## src/rtl/tt_um_serial_word_tx.sv

```systemverilog
// rtl/tt_um_serial_word_tx.sv - byte-loaded word transmitter, MSB-first serial out with bit-period divider
module tt_um_serial_word_tx #(
    parameter int WORD_BITS = 32,
    parameter int DIV_W     = 4
) (
    input  logic       clk,
    input  logic       rst_n,
    input  logic       ena,
    input  logic [7:0] ui_in,
    input  logic [7:0] uio_in,
    output logic [7:0] uo_out,
    output logic [7:0] uio_out,
    output logic [7:0] uio_oe
);

    localparam int CNT_W = $clog2(WORD_BITS);

    localparam logic [1:0] IDLE  = 2'd0;
    localparam logic [1:0] SHIFT = 2'd1;
    localparam logic [1:0] DONE  = 2'd2;

    logic [WORD_BITS-1:0] hold;
    logic [WORD_BITS-1:0] shreg;
    logic [CNT_W-1:0]     bit_cnt;
    logic [DIV_W-1:0]     div_cnt;
    logic [DIV_W-1:0]     div_lat;
    logic [1:0]           state;

    logic             wr;
    logic             start;
    logic [DIV_W-1:0] div;

    assign wr    = uio_in[0];
    assign start = uio_in[1];
    assign div   = uio_in[4 +: DIV_W];

    logic unused_inputs;
    assign unused_inputs = &{1'b0, ena, uio_in[3:2]};

    always_ff @(posedge clk or negedge rst_n) begin
        if (!rst_n) begin
            hold    <= '0;
            shreg   <= '0;
            bit_cnt <= '0;
            div_cnt <= '0;
            div_lat <= '0;
            state   <= IDLE;
        end else begin
            case (state)
                IDLE: begin
                    // shreg samples hold before any same-edge byte push lands
                    if (wr) begin
                        hold <= {hold[WORD_BITS-9:0], ui_in};
                    end
                    if (start) begin
                        shreg   <= hold;
                        div_lat <= div;
                        div_cnt <= div;
                        bit_cnt <= CNT_W'(WORD_BITS - 1);
                        state   <= SHIFT;
                    end
                end
                SHIFT: begin
                    if (div_cnt != '0) begin
                        div_cnt <= div_cnt - 1'b1;
                    end else if (bit_cnt != '0) begin
                        shreg   <= {shreg[WORD_BITS-2:0], 1'b0};
                        bit_cnt <= bit_cnt - 1'b1;
                        div_cnt <= div_lat;
                    end else begin
                        state <= DONE;
                    end
                end
                DONE: begin
                    state <= IDLE;
                end
                default: begin
                    state <= IDLE;
                end
            endcase
        end
    end

    logic sdata;
    logic bit_strobe;
    logic frame;
    logic busy;
    logic done;

    assign frame      = (state == SHIFT);
    assign sdata      = frame & shreg[WORD_BITS-1];
    assign bit_strobe = frame & (div_cnt == '0);
    assign busy       = (state != IDLE);
    assign done       = (state == DONE);

    assign uo_out  = {3'b000, done, busy, frame, bit_strobe, sdata};
    assign uio_out = 8'h00;
    assign uio_oe  = 8'h00;

endmodule
```

## config.mk

```make
export PLATFORM = sky130hd
export DESIGN_NAME = tt_um_serial_word_tx
export DESIGN_NICKNAME = d
export VERILOG_FILES = /design/src/rtl/tt_um_serial_word_tx.sv
export SDC_FILE = /design/constraint.sdc
export NUM_CORES = 1
export LEC_CHECK = 0
export CAP_MARGIN = 10
export CORE_MARGIN = 2
export CORE_UTILIZATION = 60
export DETAILED_ROUTE_END_ITERATION = 6
export DONT_BUFFER_PORTS = 1
export GPL_ROUTABILITY_DRIVEN = 0
export PLACE_DENSITY = 0.85
export SLEW_MARGIN = 0
export SYNTH_ARGS = -nofsm -noshare
export SYNTH_HDL_FRONTEND = slang
export SYNTH_SLANG_ARGS = --single-unit
```

## constraint.sdc

```tcl
create_clock -name clk -period 2.4 [get_ports clk]
set_input_delay 0 -clock clk [delete_from_list [all_inputs] [get_ports clk]]
set_output_delay 0 -clock clk [all_outputs]
set_load 0.05 [all_outputs]
```

==> results.tsv, run 1 <==
metric	value	unit
clk_lat worst skew	0.34	ns
CP delay by family, top	compound AO/OA/AOI/OAI gates	
Fmax achieved	440.4	MHz
final net count	386	
Hold Startpoint	uio_in[1]	
vias	2598	
Antenna diodes	0	
Synth Flop Type	dfrtp_1	
IO Port Bufs	0	
clock root cell	clkbuf_8	
postcts setup bufs	0	
WL/cell	16.24	um
Yosys warning count	0	
class of the worst hold path	in2reg	
Final setup viols	0	
Worst-Margin Slew	0.5606	ns
DIE WIDTH	82.91	um
leakage	0.001890	uW
CP Launch Type	flop	
most common cell after layout, fill and taps aside	dfrtp_1	
full die area	6874	um2
status	completed	
HPWL Detailed	4.501	mm
clock tree buffer depth	2	
Initial Util	62.73	%
mapped cell area	3736	um2
WP buf/inv	2	
layout cell share with drive strength beyond 1	17.57	%
CP cell instances	inv_1, ha_1, or3b_4, o21ai_2, buf_4, a21oi_1, a31oi_1	
total wire length	7.225	mm
CTS tree	yes	
Worst path max stage delay	0.45	ns
final core occ	68.57	%
Area growth syn-to-layout	9.310	%
Worst VDD drop	0.0006756	V
global-route wire length before repair	12.24	mm
Row Count	28	
critical path class	reg2reg	
crit path max fanout	20	
sw frac	33.12	%
CTS H-tree lvls	3	
syn avg cell area	10.52	um2
Residual DRC	0	
FF-to-FF Start	div_cnt[0]	
DR vias/cell	5.838	
Req. time, crit path	2.66	ns
Final Cycle Share	94.62	%
post-synthesis sequential area ratio	52.91	%
Setup TNS	0	ns
Cell Int Power	2641	uW
Fin. Hold Viols	0	
RSZ-0062 raised after global routing	no	
layout filler cell count	440	
die span in y	82.91	um
Seq cells post-synth	79	
Netlist cell types	43	
Post-Synthesis Cells	355	
sequential share of power	47.6	%
clock-pin slew on the worst setup and hold paths	0.07	ns
Rel. slew slack	61.66	%
Antenna Nets Post-Route	0	
crit path from	div_cnt[0]	
Top Ports	43	
design area	4084	um2
grt ovf	0	
pin count of the biggest net entering global routing	80	
Max Cap Violations	0	
reg2reg setup slack	0.13	ns
ys async rst share	100.0	%
min cycle time layout	2.271	ns
Critical Path AT	2.53	ns
clock sinks	79	
Overall Global Routing Usage	22.30	%
Num CTS Buffers	9	
number of synthesized flops with an enable pin	0	
initial antenna violation count	0	
Iter 0 DRT Violations	157	
share of total power in combinational logic	28.2	%
Crit. End Element	flop	
Slowest cell on crit path	or3b_4	
vias in the first global route	2489	
Power Density	966.8	nW/um2
Max Clock Skew	0.003269	ns
Core Area	5956	um2
Post-DP Area	3705	um2
Net Switching	1308	uW
Max Slew Vio Count	0	
commonest cells after routing, fill and taps aside	dfrtp_1 (79), nand2_1 (68), a21oi_1 (30)	
clock network power share	24.2	%
Pre-antenna DRT Iters	4	
-- state kept, by name, summed over array words and instances, names as in the netlist --
signal / count
hold: 32
shreg: 32
bit_cnt: 5
div_cnt: 4
div_lat: 4
state: 2
-- power by group through the flow --
stage | clock network (uW) | registers, uW | logic [uW]
floorplan | 0 | 1830 | 926
global placement | 0 | 1870 | 1000
detailed placement | 0 | 1900 | 1060
CTS | 981 | 1870 | 1110
global route | 1030 | 1910 | 1240
finish | 957 | 1880 | 1110
-- layer usage --
layer	vias up	GRT usage (%)	wire (um)
met5	-	0	0
met1	1304	31.07	3292
met3	8	5.070	327
li1	1213	-	-
met4	0	8.197	99
met2	73	34.53	3505
-- per-stage QoR --
stage,hold WS [ns],total power (uW),cells,worst slack [ns]
after floorplan,-0.2956,2753,373,0.6175
after global placement,-0.2932,2872,412,0.3293
after detailed placement,-0.2939,2950,412,0.2051
after CTS,0.006166,3967,445,0.1585
after global routing,0.05485,4186,445,0.006924
final,0.02863,3948,445,0.1291
-- worst reg2reg max path: stages, from the launching register on --
cell	delay, ns
dfrtp_1	0.42
inv_1	0.10
ha_1	0.24
or3b_4	0.45
o21ai_2	0.33
buf_4	0.35
a21oi_1	0.12
a31oi_1	0.17
-- cell usage after synthesis, types with 2 or more instances --
library cell   n  area (um2)
nor3_1         2       10.01
clkbuf_1       6       22.52
buf_6          2       22.52
a31oi_1       28       175.2
o22ai_1        6       37.54
o21ai_0        5       25.02
inv_1         11       41.29
a21oi_1       30       150.1
buf_4         30       225.2
mux2_1         5       56.30
ha_1           2       25.02
a22oi_1        2       15.01
o21ai_1        2       10.01
mux2_2        28       315.3
nor2_1         8       30.03
dfrtp_1       79        1977
nand2b_1       2       12.51
a2bb2oi_2      5       75.07
nand2_1       68       255.2
buf_2         10       50.05
and2_1         2       12.51
-- path summary, 6_finish.rpt --
check	to	cells past startpoint
max reg2reg	shreg[8]	7
min	shreg[0]	3
min reg2reg	div_lat[3]	2
min in group asynchronous	hold[9]	2
max in group asynchronous	hold[15]	2
max	shreg[8]	7
-- cell type report --
cell class              instances  area (um2)  area share, %
flip-flops and latches         79        1977          48.41
clock inverters                 3       42.54          1.042
repair buffers                 29       315.3          7.721
clock buffers                  13       148.9          3.646
well taps                      75       93.84          2.298
inverters                      11       41.29          1.011
multi-input cells             235        1465          35.88
-- cells by family after synthesis --
group / synth area share, %
AOI/OAI and AO/OA: 15.71
adders and majority gates: 0.6697
buffers and inverters: 9.679
DFF: 52.91
muxes: 9.946
other: 0.1004
and+or+nand+nor: 10.98
-- repair_timing --
item                      4_1_cts  5_1_grt
hold buffers                   17        0
hold endpoints to repair       96        0
resized for setup               0        0
Note: power is estimated with default switching activity, not from simulation.
==> run 2, diff against run 1 <==
--- a/config.mk
+++ b/config.mk
@@ -5,6 +5,7 @@
 export SDC_FILE = /design/constraint.sdc
 export NUM_CORES = 1
 export LEC_CHECK = 0
+export ABC_AREA = 1
 export CAP_MARGIN = 10
 export CORE_MARGIN = 2
 export CORE_UTILIZATION = 60
==> results.tsv, run 2 <==
metric	value	unit	change
CTS H-tree lvls	3		unchanged
commonest cells after routing, fill and taps aside	nand2_1 (111), dfrtp_1 (79), o21ai_0 (67)		
HPWL Detailed	4.173	mm	-7.3%
RSZ-0062 raised after global routing	no		
postcts setup bufs	0		unchanged
area of the multi-input gates	1383	um2	-5.6%
Core Area	5956	um2	unchanged
Req. time, crit path	2.64	ns	-0.02 ns
count leader, synth	nand2_1		
Worst VDD drop	0.0005091	V	-25%
Top Ports	43		unchanged
Rel. slew slack	37.24	%	-24 points
top cells by area, synth	dfrtp_1 (53%), nand2_1 (11%), o21ai_0 (9.0%), mux2_2 (6.3%), buf_4 (5.0%)		
Antenna Nets Post-Route	0		unchanged
grt ovf	0		unchanged
pin count of the biggest net entering global routing	80		unchanged
CTS tree	yes		
Initial Util	62.73	%	unchanged
Net Switching	881.0	uW	-33%
Max Slew Vio Count	0		unchanged
Hold-fix buffers, CTS	14		-3
syn avg cell area	8.770	um2	-17%
post-synthesis sequential area ratio	52.91	%	unchanged
leakage	0.002012	uW	+6.5%
FF-to-FF path depth	9		+2
Final Cycle Share	81.52	%	-13 points
min cycle time layout	1.956	ns	-0.3144 ns
class of the worst hold path	in2reg		
clock sinks	79		unchanged
Iter 0 DRT Violations	194		+24%
clock tree buffer depth	2		unchanged
Num CTS Buffers	9		unchanged
Hold Startpoint	uio_in[1]		
area leader, netlist	dfrtp_1		
Reg-to-Reg End	shreg[3]		
Sequential cell area	1977	um2	unchanged
sequential share of power	50.5	%	+2.9 points
setup ws final	0.4435	ns	+0.3144 ns
WP buf/inv	2		unchanged
clock root cell	clkbuf_8		
clk_lat worst skew	0.35	ns	about the same
die span in y	82.91	um	unchanged
Worst-Margin Slew	0.9380	ns	+0.3774 ns
Row Count	28		unchanged
total wire length	6.820	mm	-5.6%
Pre-antenna DRT Iters	4		unchanged
IO Port Bufs	0		unchanged
Overall Global Routing Usage	21.56	%	-0.75 points
vias	2671		+2.8%
layout cell share with drive strength beyond 1	10.93	%	-6.6 points
Max Cap Violations	0		unchanged
Area growth syn-to-layout	8.037	%	
Post-Synthesis Cells	426		+20%
Largest regs	hold: 32 flops, shreg: 32 flops, bit_cnt: 5 flops		
WHS Endpoint	div_cnt[3]		
full die area	6874	um2	unchanged
Netlist cell types	26		-40%
Synth top area share	52.91	%	unchanged
ys async rst share	100.0	%	unchanged
CP delay by family, top	simple AND/OR/NAND/NOR gates		
status	completed		
list of most frequent post-synthesis cells	nand2_1 (111), dfrtp_1 (79), o21ai_0 (67)		
sw frac	29.82	%	-3.3 points
mapped cell area	3736	um2	unchanged
CP Launch Type	flop		
crit path max fanout	32		+60%
clock network power share	30.5	%	+6.3 points
layout filler cell count	426		-3.2%
cts repair resizes	0		unchanged
Residual DRC	0		unchanged
DIE WIDTH	82.91	um	unchanged
WL/cell	13.27	um	-18%
vias in the first global route	2567		+3.1%
Slowest cell on crit path	dfrtp_1		
reg2reg setup slack	0.44	ns	+0.31 ns
final net count	456		+18%
FF-to-FF Start	div_cnt[0]		
share of total power in combinational logic	19.0	%	-9.2 points
Crit. End Element	flop		
Worst path max stage delay	0.39	ns	-0.06 ns
Place WS	0.4630	ns	+0.2579 ns
hold depth	4		+1
number of synthesized flops with an enable pin	0		unchanged
Yosys warning count	0		unchanged
Power Density	732.1	nW/um2	-24%
initial antenna violation count	0		unchanged
CP cell instances	inv_1, ha_1, nand3_1, nand2_4, nand2_4, nor2_8, inv_1, nand2_1, nand2_1		
global-route wire length before repair	11.90	mm	-2.8%
Cell Int Power	2074	uW	-21%
Synth Flop Type	dfrtp_1		
Max Clock Skew	0.008209	ns	+0.004939 ns
Seq cells post-synth	79		unchanged
Setup TNS	0	ns	unchanged
Fmax achieved	511.1	MHz	+16%
clock-pin slew on the worst setup and hold paths	0.08	ns	about the same
DR vias/cell	5.196		-11%
Fin. Hold Viols	0		unchanged
crit path from	div_cnt[0]		
Critical Path AT	2.19	ns	-0.34 ns
most common cell after layout, fill and taps aside	nand2_1		
critical path class	reg2reg		
Antenna diodes	0		unchanged
Final setup viols	0		unchanged
[run 2: power groups by stage]
stage / Sequential [uW] / Clock (uW) / Combinational (uW)
floorplan: 1500 / 0 / 460
global placement: 1510 / 0 / 486
detailed placement: 1520 / 0 / 505
CTS: 1490 / 915 / 558
global route: 1500 / 971 / 638
finish: 1490 / 902 / 561
[run 2: cell families after synthesis]
group	after synthesis	synth area share, %
XOR/XNOR	2	0.4689
AO/OA/AOI/OAI	81	10.95
AND/OR/NAND/NOR	150	16.68
buffers and inverters	90	11.89
other	1	0.1004
multiplexers	21	6.330
adder cells (fa/ha/maj)	2	0.6697
flip-flops	79	52.91
[run 2: metrics by stage]
step	area, um2	util, %	std cells	hold WS (ns)	power [uW]
final	4036	67.77	514	0.06385	2955
after global routing	4036	67.77	514	0.07227	3111
after CTS	4036	67.77	514	0.04860	2964
after detailed placement	3702	62.16	485	-0.2939	2023
after global placement	3702	62.16	485	-0.2931	1998
after floorplan	3804	-	444	-0.2956	1961
[run 2: cell type report]
class                      count  share of cell area (%)
inverter                      49                   4.557
tap                           75                   2.325
timing repair buffer          21                   5.518
sequential                    79                   48.98
multi-input combinational    275                   34.25
clock buffer                  15                   4.371
[run 2: worst max path at each step]
stage / endpoint / slack, ns / cells after the start
finish: shreg[3] / 0.44 / 9
global route: shreg[3] / 0.21 / 9
CTS: shreg[3] / 0.44 / 9
detailed placement: shreg[3] / 0.46 / 9
global placement: bit_cnt[3] / 0.54 / 9
floorplan: shreg[7] / 0.91 / 8
[run 2: routing by layer]
layer | up-vias | global-route usage [%] | routed length (um)
li1 | 1319 | - | -
met1 | 1272 | 28.51 | 3024
met2 | 68 | 35.04 | 3397
met3 | 12 | 4.672 | 262
met4 | 0 | 8.346 | 135
met5 | - | 0 | 0
[run 2: worst reg2reg max path: cells and delay by family, from the launching register on]
family	cells	cell delay [ns]
adder cells (fa/ha/maj)	1	0.23
buffers and inverters	2	0.34
flip-flops	1	0.39
AND/OR/NAND/NOR	6	0.88
